--- config.mk ---
export PLATFORM = sky130hd
export DESIGN_NAME = dmem_arbiter_flat
export DESIGN_NICKNAME = d
export VERILOG_FILES = /design/src/rtl/dmem_arb_pkg.sv /design/src/rtl/dmem_arbiter_if.sv /design/src/rtl/dmem_arbiter_rr_arbiter2.sv /design/src/rtl/dmem_arbiter.sv /design/src/flat_wrapper.sv
export SDC_FILE = /design/constraint.sdc
export NUM_CORES = 1
export LEC_CHECK = 0
export ABC_AREA = 1
export BUFFER_PORTS_ARGS = -buffer_cell sky130_fd_sc_hd__clkbuf_2
export CAP_MARGIN = 20
export CORE_AREA = 2 2 80 120
export DETAILED_ROUTE_END_ITERATION = 7
export DIE_AREA = 0 0 82 122
export PLACE_DENSITY = 0.84
export SLEW_MARGIN = 20
export SYNTH_ARGS = -nofsm -noshare
export SYNTH_HDL_FRONTEND = slang
export SYNTH_HIERARCHICAL = 1
export SYNTH_SLANG_ARGS = --single-unit
--- constraint.sdc ---
create_clock -name CLOCK_50 -period 1.7 [get_ports CLOCK_50]
set_input_delay 0.34 -clock CLOCK_50 [delete_from_list [all_inputs] [get_ports CLOCK_50]]
set_output_delay 0.34 -clock CLOCK_50 [all_outputs]
set_load 0.005 [all_outputs]
--- src/rtl/dmem_arb_pkg.sv ---
// Shared types and constants for the data-memory arbiter.
// Word/byte ordering helper: byte 0 of a word is its most significant byte.
package dmem_arb_pkg;

    typedef enum logic [1:0] {
        ST_IDLE  = 2'd0,
        ST_XFER  = 2'd1,
        ST_DRAIN = 2'd2,
        ST_RESP  = 2'd3
    } state_e;

    localparam int PORT_C         = 0;
    localparam int PORT_H         = 1;
    localparam int BYTES_PER_WORD = 4;

    function automatic logic [7:0] word_byte(input logic [31:0] w, input logic [1:0] k);
        logic [7:0] b;
        case (k)
            2'd0:    b = w[31:24];
            2'd1:    b = w[23:16];
            2'd2:    b = w[15:8];
            default: b = w[7:0];
        endcase
        return b;
    endfunction

endpackage

--- src/rtl/dmem_arbiter_if.sv ---
// One requester port of the data-memory arbiter: word request plus response pulse.
// Request is valid/ready; the response pulse has no backpressure.
interface dmem_arbiter_if #(
    parameter int ADDR_WIDTH = 8
);
    logic                  req_valid;
    logic                  req_ready;
    logic                  req_we;
    logic [ADDR_WIDTH-1:0] req_addr;
    logic [31:0]           req_wdata;
    logic                  resp_valid;
    logic [31:0]           resp_rdata;

    modport master (
        output req_valid, req_we, req_addr, req_wdata,
        input  req_ready, resp_valid, resp_rdata
    );

    modport slave (
        input  req_valid, req_we, req_addr, req_wdata,
        output req_ready, resp_valid, resp_rdata
    );
endinterface

--- src/rtl/dmem_arbiter_rr_arbiter2.sv ---
// Two-way arbiter, combinational grant; pointer updates on the update strobe.
// DMEM_ARB_FIXED_PRIO_EN: port C always wins ties and the pointer is removed.
module rr_arbiter2
    import dmem_arb_pkg::*;
(
    input  logic       clk,
    input  logic       reset,
    input  logic [1:0] req,
    input  logic       update,
    output logic [1:0] grant
);

`ifdef DMEM_ARB_FIXED_PRIO_EN
    logic unused_ok;
    assign unused_ok = &{1'b0, clk, reset, update};

    always_comb begin
        grant = 2'b00;
        if (req[PORT_C])
            grant[PORT_C] = 1'b1;
        else if (req[PORT_H])
            grant[PORT_H] = 1'b1;
    end
`else
    // last_h: 1 when port H was the most recently served requester
    logic last_h;

    always_ff @(posedge clk) begin
        if (reset)
            last_h <= 1'b1;
        else if (update)
            last_h <= grant[PORT_H];
    end

    always_comb begin
        grant = 2'b00;
        if (req[PORT_C] && req[PORT_H]) begin
            if (last_h)
                grant[PORT_C] = 1'b1;
            else
                grant[PORT_H] = 1'b1;
        end else begin
            grant = req;
        end
    end
`endif

endmodule

--- src/rtl/dmem_arbiter.sv ---
// Shares a byte-wide registered RAM between CPU (C) and host (H) as 32-bit big-endian words;
// write resp at T+5, read resp at T+6 after handshake T; responses unthrottled. Macro: DMEM_ARB_FIXED_PRIO_EN.
module dmem_arbiter
    import dmem_arb_pkg::*;
#(
    parameter int ADDR_WIDTH = 8
) (
    input  logic                  CLOCK_50,
    input  logic                  reset,
    dmem_arbiter_if.slave         c,
    dmem_arbiter_if.slave         h,
    output logic [ADDR_WIDTH-1:0] mem_addr,
    output logic                  mem_we,
    output logic [7:0]            mem_wdata,
    input  logic [7:0]            mem_rdata,
    output logic                  busy
);

    state_e                state;
    logic [1:0]            k;
    logic                  owner_h;
    logic                  we_q;
    logic [ADDR_WIDTH-1:0] base;
    logic [31:0]           wdata_q;
    logic [31:0]           rdata_q;

    logic [1:0]            req;
    logic [1:0]            grant;
    logic                  hs;
    logic                  in_idle;
    logic                  xfer;

    logic                  sel_we;
    logic [ADDR_WIDTH-1:0] sel_addr;
    logic [31:0]           sel_wdata;

    assign req[PORT_C] = c.req_valid;
    assign req[PORT_H] = h.req_valid;

    rr_arbiter2 u_arb (
        .clk    (CLOCK_50),
        .reset  (reset),
        .req    (req),
        .update (hs),
        .grant  (grant)
    );

    assign in_idle     = (state == ST_IDLE) && !reset;
    assign c.req_ready = in_idle && grant[PORT_C];
    assign h.req_ready = in_idle && grant[PORT_H];
    assign hs          = c.req_ready || h.req_ready;

    always_comb begin
        sel_we    = c.req_we;
        sel_addr  = c.req_addr;
        sel_wdata = c.req_wdata;
        if (grant[PORT_H]) begin
            sel_we    = h.req_we;
            sel_addr  = h.req_addr;
            sel_wdata = h.req_wdata;
        end
    end

    // RAM is registered: a byte arrives one cycle after its address, so the
    // first capture is at k=1 and the last one happens in DRAIN.
    always_ff @(posedge CLOCK_50) begin
        if (reset) begin
            state   <= ST_IDLE;
            k       <= 2'd0;
            owner_h <= 1'b0;
            we_q    <= 1'b0;
            base    <= '0;
            wdata_q <= '0;
            rdata_q <= '0;
        end else begin
            case (state)
                ST_IDLE: begin
                    if (hs) begin
                        owner_h <= grant[PORT_H];
                        we_q    <= sel_we;
                        base    <= {sel_addr[ADDR_WIDTH-1:2], 2'b00};
                        wdata_q <= sel_wdata;
                        rdata_q <= '0;
                        k       <= 2'd0;
                        state   <= ST_XFER;
                    end
                end
                ST_XFER: begin
                    if (!we_q && k != 2'd0)
                        rdata_q <= {rdata_q[23:0], mem_rdata};
                    k <= k + 2'd1;
                    if (k == 2'd3)
                        state <= we_q ? ST_RESP : ST_DRAIN;
                end
                ST_DRAIN: begin
                    rdata_q <= {rdata_q[23:0], mem_rdata};
                    state   <= ST_RESP;
                end
                ST_RESP: begin
                    state <= ST_IDLE;
                end
                default: state <= ST_IDLE;
            endcase
        end
    end

    assign xfer      = (state == ST_XFER);
    assign mem_addr  = xfer ? (base | {{(ADDR_WIDTH-2){1'b0}}, k}) : '0;
    assign mem_we    = xfer && we_q;
    assign mem_wdata = (xfer && we_q) ? word_byte(wdata_q, k) : 8'h00;
    assign busy      = (state != ST_IDLE);

    assign c.resp_valid = (state == ST_RESP) && !owner_h;
    assign h.resp_valid = (state == ST_RESP) && owner_h;
    assign c.resp_rdata = c.resp_valid ? rdata_q : 32'h0;
    assign h.resp_rdata = h.resp_valid ? rdata_q : 32'h0;

endmodule

--- src/flat_wrapper.sv ---
// flat-port wrapper written by rule: the top's interface ports become plain ports
module dmem_arbiter_flat import dmem_arb_pkg::*;
#(
    parameter int ADDR_WIDTH = 8
)
  (CLOCK_50, reset, mem_addr, mem_we, mem_wdata, mem_rdata, busy, c_req_valid, c_req_we, c_req_addr, c_req_wdata, c_req_ready, c_resp_valid, c_resp_rdata, h_req_valid, h_req_we, h_req_addr, h_req_wdata, h_req_ready, h_resp_valid, h_resp_rdata);
  dmem_arbiter_if #(.ADDR_WIDTH(ADDR_WIDTH)) c_i ();
  dmem_arbiter_if #(.ADDR_WIDTH(ADDR_WIDTH)) h_i ();
  input  logic CLOCK_50;
  input  logic reset;
  output logic [ADDR_WIDTH-1:0] mem_addr;
  output logic mem_we;
  output logic [7:0] mem_wdata;
  input  logic [7:0] mem_rdata;
  output logic busy;
  input wire logic [$bits(c_i.req_valid)-1:0] c_req_valid;
  input wire logic [$bits(c_i.req_we)-1:0] c_req_we;
  input wire logic [$bits(c_i.req_addr)-1:0] c_req_addr;
  input wire logic [$bits(c_i.req_wdata)-1:0] c_req_wdata;
  output wire logic [$bits(c_i.req_ready)-1:0] c_req_ready;
  output wire logic [$bits(c_i.resp_valid)-1:0] c_resp_valid;
  output wire logic [$bits(c_i.resp_rdata)-1:0] c_resp_rdata;
  input wire logic [$bits(h_i.req_valid)-1:0] h_req_valid;
  input wire logic [$bits(h_i.req_we)-1:0] h_req_we;
  input wire logic [$bits(h_i.req_addr)-1:0] h_req_addr;
  input wire logic [$bits(h_i.req_wdata)-1:0] h_req_wdata;
  output wire logic [$bits(h_i.req_ready)-1:0] h_req_ready;
  output wire logic [$bits(h_i.resp_valid)-1:0] h_resp_valid;
  output wire logic [$bits(h_i.resp_rdata)-1:0] h_resp_rdata;
  assign c_i.req_valid = c_req_valid;
  assign c_i.req_we = c_req_we;
  assign c_i.req_addr = c_req_addr;
  assign c_i.req_wdata = c_req_wdata;
  assign c_req_ready = c_i.req_ready;
  assign c_resp_valid = c_i.resp_valid;
  assign c_resp_rdata = c_i.resp_rdata;
  assign h_i.req_valid = h_req_valid;
  assign h_i.req_we = h_req_we;
  assign h_i.req_addr = h_req_addr;
  assign h_i.req_wdata = h_req_wdata;
  assign h_req_ready = h_i.req_ready;
  assign h_resp_valid = h_i.resp_valid;
  assign h_resp_rdata = h_i.resp_rdata;
  dmem_arbiter #(.ADDR_WIDTH(ADDR_WIDTH)) u_core (.CLOCK_50(CLOCK_50), .reset(reset), .c(c_i), .h(h_i), .mem_addr(mem_addr), .mem_we(mem_we), .mem_wdata(mem_wdata), .mem_rdata(mem_rdata), .busy(busy));
endmodule
* Yosys cells after proc, flatten, opt, wreduce, memory -nomap -nowiden
Cells that the tools add are included.
** Operators by class
- Add/sub/neg operators :: 1
- Eq/ne operators :: 9
- Multiplexer cells :: 20
- Bitwise gates (word level) :: 1
- Reduce and logical (&&, ||, !) cells :: 22
** Operators with widths (number)
- $mux 32 :: 5
- $pmux 32 s3 :: 1
- $mux 8 :: 3
- $pmux 8 s3 :: 1
- $eq 2x2->1 const B :: 4
- $logic_and 1x1->1 :: 8
- $mux 2 :: 4
- $or 8x2->8 :: 1
- $pmux 2 s4 :: 1
- $reduce_and 2->1 :: 3
- $reduce_bool 2->1 :: 3
- $eq 2x1->1 const B :: 2
- $logic_not 2->1 :: 2
- $mux 1 :: 4
- $ne 2x2->1 const B :: 2
- $pmux 2 s2 :: 1
- $logic_not 1->1 :: 3
- $reduce_and 3->1 :: 1
- $reduce_bool 3->1 :: 1
- $add 2x1->2 const B :: 1
- $ne 2x1->1 const B :: 1
- $logic_or 1x1->1 :: 1
** Word-level totals
- Flip-flop bits (word level) :: 77
- Input bits :: 94
- Output and inout bits :: 86
- Word-level logic and storage cells :: 61

* Depth between registers and ports, before layout
- Word-level depth :: 6
- Depth in mapped cells :: 11
- Depth with buffers taken out :: 9

* Cells and area by module
The synthesis kept the hierarchy.
** Modules (own cells, without submodules)
- dmem_arbiter :: instances 1, cells an instance 616, area each 4169.0 um^2, seq. area each 1521.5 um^2
- rr_arbiter2 :: instances 1, cells an instance 9, area each 58.8 um^2, seq. area each 20.0 um^2

* Worst setup path before layout
Ideal clock, no wire load.
- Path type :: register to register
- Start point :: register u_core.k[0]
- End point :: register u_core.rdata_q[0]
- Setup time :: 0.115 ns
- Arrival time :: 1.473 ns
- Data required time :: 1.585 ns
- Setup slack :: 0.112 ns
- Stages on the path, launching flop included :: 11
- Buffers on the path :: 2
- Period minus slack after synthesis :: 1.588 ns
- Path through :: dfxtp_1 > inv_1 > ha_1 > buf_2 > nand2_1 > inv_1 > nor2_2 > clkbuf_1 > nand3_1 > nand2_1 > nor2_1
** On the way
- Cells in the longest elaborated chain, start to end :: 4
** Ends and longest elaborated chain
- from (decl) :: RTL line dmem_arbiter.sv:20 : logic [1:0] k;
- from (signal assigned) :: RTL line dmem_arbiter.sv:91 : k <= k + 2'd1;
- $reduce_bool 2->1 :: RTL line dmem_arbiter.sv:89 : if (!we_q && k != 2'd0)
- $logic_and 1x1->1 :: RTL line dmem_arbiter.sv:89
- $ne 2x2->1 (no source line)
- $reduce_and 3->1 (no source line)
- to (signal assigned) :: RTL line dmem_arbiter.sv:90 : rdata_q <= {rdata_q[23:0], mem_rdata};
- to (signal assigned) :: RTL line dmem_arbiter.sv:96 : rdata_q <= {rdata_q[23:0], mem_rdata};
- to (decl) :: RTL line dmem_arbiter.sv:25 : logic [31:0] rdata_q;
Every way passes these cells.
A chain may end at the register's enable or synchronous reset.

* Final worst setup path
- Start point :: register u_core.state[0]
- End point :: output port h_resp_rdata[18]
** On the way
- Cells in the longest elaborated chain, start to end :: 3
** Ends and longest elaborated chain
- from (decl) :: RTL line dmem_arbiter.sv:19 : state_e state;
- from (signal assigned) :: RTL line dmem_arbiter.sv:93 : state <= we_q ? ST_RESP : ST_DRAIN;
- $eq 2x2->1 :: RTL line dmem_arbiter.sv:114 : assign h.resp_valid = (state == ST_RESP) && owner_h;
- $logic_and 1x1->1 :: RTL line dmem_arbiter.sv:114
- $mux 32 :: RTL line dmem_arbiter.sv:116 : assign h.resp_rdata = h.resp_valid ? rdata_q : 32'h0;
- to (decl) :: RTL line flat_wrapper.sv:29 : output wire logic [$bits(h_i.resp_rdata)-1:0] h_resp_rdata;
Every way passes these cells.

==> qor.yml <==
die:
  ios: 180
  die_y_um: 122
  dieWidth_um: 82
  initial_core_util_pct: 46.8
  std_cell_rows: 43
  die-area_um2: 10000
  core_um2: 9040
final_layout:
  nFillCells: 724
  seq_area_um2: 1550
  final_cells: 927
  drive_gt1_share_pct: 38.3
  fin_nets: 913
  area_growth_pct: 48.1
  num_antenna_cells: 0
  multi_input_area_um2: 2490
logic_synthesis:
  synth-seq-area-share_pct: 36.5
  yosysTopAreaCell: "dfxtp_1"
  yosysWarnings: 6
  synth_area_per_cell_um2: 6.76
  ys_seq_elements: 77
  ys_types: 24
  ys_top_cells_by_area: "dfxtp_1 36%, a21oi_1 9.5%, nand2_1 9.4%, nor2_1 9.3%, mux2i_1 9.2%"
  synth_top_area_share_pct: 36.5
  syn_inst: 625
  synth_nets: 728
  synth_area_um2: 4230
setup_path:
  critPathArrivalTime_ns: 1.57
  rr_startpoint: "u_core/state[0]"
  crit_type: "flip-flop to primary output"
  startpoint_type: "flip-flop"
  cp_cell_sequence: "buf_6, ha_4, buf_4, nand2_4, buf_12, nor2_1, buf_2"
  reg2reg_depth: 11
  cp-end-kind: "primary output"
  reg2reg_slack_ns: -0.05
  cp_slowest_stage_delay_ns: 0.34
  r2r-end: "u_core/rdata_q[11]"
  slowest_stage: "dfxtp_2"
  critPathMaxFanout: 9
  required_ns: 1.36
timing:
  setup_ws_ns: -0.210
  finalSetupViolations: 84
  skew_ns: 0.00628
  finalCriticalPeriod_ns: 1.91
  hold_viol: 0
  min_period_over_period_pct: 112
  rsz0062_at_grt: "yes"
  relSlewSlack_pct: 61.5
  worst_pin_slew_ns: 0.578
  drv_slew: 0
  finalSetupTns_ns: -11.57
  fmax_mhz: 524
power_and_ir_drop:
  power_density_nw_per_um2: 1470
  leakage_nw: 3.06
  p_total_mw: 9.22
  vdd_drop_max_v: 0.000897
clock_tree:
  clock_sinks: 77
  cts.path.max_buffers: 2
  clk_latency_ns: 0.34
  htree_levels: 3
  clock-root-buffer: "clkbuf_16"
  holdBufCountCts: 0
  clk_pin_slew_ns: 0.06
  cts_tree: "built"
  cts_buffers: 9
place:
  place_inst: 888
  place_hpwl_um: 8390
  gp_congestion: 0.955
  pre_cts_slack_ns: 0.0453
  port-buffer-count: 175
routing:
  wl_met2_um: 7310
  wirelength_um: 13600
  avgViaCountPerCell: 5.24
  dr_total_vias: 4857
  ant_nets: 0
  wire_per_inst_um: 14.7
  drtPass1Iterations: 8
  top_layer: "met4"
  wl_met3_um: 947
  first_iter_violations: 323
  route.detailed.drc: 2
  m1WireLength_um: 4720
global_route:
  antenna_found_initial: 0
  grt_pass1_vias: 4122
  grt_overflow_total: 0
  grt_max_degree: 60
  grt_pass1_wl_um: 18700
  groute.usage.overall_pct: 24.4
outcome:
  violations: "DRC, setup timing"
  status: "finished, violations left"
flow_run:
  cap_violations: 0
min_path:
  hold_path.class: "input pin to flip-flop"
  min_from: "reset"
  hold_end: "u_core/k[1]"
  hold-path-cell-count: 2
flip-flops by register name (all words and copies together), names as in the netlist:
signal               flops
u_core/rdata_q          32
u_core/state             2
u_core/wdata_q          32
u_core/we_q              1
u_core/base              6
u_core/owner_h           1
u_core/k                 2
u_core/u_arb/last_h      1
area by class of cell:
| cell class | instances | area share [%] |
|---|---|---|
| repair buffers | 221 | 24.1 |
| multi-input cells | 437 | 39.7 |
| well taps | 112 | 2.24 |
| repair inverters | 1 | 0.120 |
| inverters | 63 | 3.98 |
| flip-flops and latches | 77 | 24.8 |
| clock buffers | 11 | 3.72 |
| clock inverters | 5 | 1.34 |
how the worst max path moves through the flow:
stage / from / to / slack, ns / depth (start not counted)
6_report: u_core/state[0] / h_resp_rdata[18] / -0.21 / 7
4_1_cts: u_core/state[1] / c_resp_rdata[10] / -0.15 / 8
3_5_place_dp: u_core/state[0] / c_resp_rdata[10] / 0.05 / 8
2_1_floorplan: u_core/k[0] / u_core/rdata_q[0] / 0.11 / 10
5_1_grt: u_core/state[0] / h_resp_rdata[18] / -0.25 / 7
3_3_place_gp: u_core/state[1] / mem_wdata[6] / 0.09 / 7
Yosys cell counts:
master and n:
clkbuf_4 1, nand3b_1 1, a21boi_1 1, nand3_2 3
clkbuf_1 18, nand2_2 1, buf_1 5, dfxtp_1 77
buf_6 1, mux2i_1 39, a31oi_1 8, nor2_2 1
and2_1 1, buf_4 4, o21ai_0 34, nor2_1 105
nand3_1 35, a21oi_1 80, inv_1 62, ha_1 9
o21ai_1 13, nand2_1 106, inv_2 1, buf_2 19
metrics by stage:
stage,hold slack [ns],util [%],instance area [µm²]
after CTS,0.214,66.3,5990
after detailed placement,0.473,58.5,5290
after global placement,0.466,58.5,5290
final,0.228,69.3,6260
after global routing,0.254,69.3,6260
after floorplan,0.409,-,4230
placed cells by master, fill, tap and decap left out, types with 3 or more instances in the layout:
cell type	n
dfxtp_1	73
nand2_2	6
inv_1	51
o21ai_1	18
nand3_1	32
o21ai_0	28
a21oi_1	77
buf_4	20
buf_12	7
buf_6	11
nor2_1	74
inv_4	3
nor2_4	4
mux2i_1	39
buf_16	3
clkinvlp_4	3
nand2_4	3
nand3_2	4
clkbuf_2	159
buf_2	15
inv_2	8
ha_4	7
nand2_1	98
nor2_2	28
clkbuf_16	14
a31oi_1	8
a21oi_2	3
power breakdown:
group          switching [mW]  internal, mW  total [mW]
clock                   0.746          1.29        2.04
sequential              0.378          2.33        2.71
combinational            2.56          1.91        4.47
total                    3.68          5.54        9.22
worst max-delay path: cells and delay by family, from the launching register on:
family                   cells  cell delay [ns]
flip-flops                   1             0.34
buffers and inverters        4             0.54
adder cells (fa/ha/maj)      1             0.13
AND/OR/NAND/NOR              2             0.23
per-layer routing:
layer	GRT usage [%]	up-vias
li1	-	2392
met1	24.8	2147
met2	45.5	268
met3	3.70	50
met4	13.5	0
met5	0	-
logic make-up after synthesis:
group | share of synthesized area (%)
flops | 36.5
simple gates | 24.2
fa+ha+maj | 2.66
mux | 9.23
buf+inv | 11.0
compound gates | 16.4
repair_timing:
| action | 4_1_cts | 5_1_grt |
|---|---|---|
| gates cloned | 4 | 7 |
| gates resized for setup | 80 | 46 |
| pin swaps | 7 | 4 |
| setup buffers | 9 | 6 |
| setup endpoints to repair | 85 | 109 |
(Power assumes the default switching activity.)
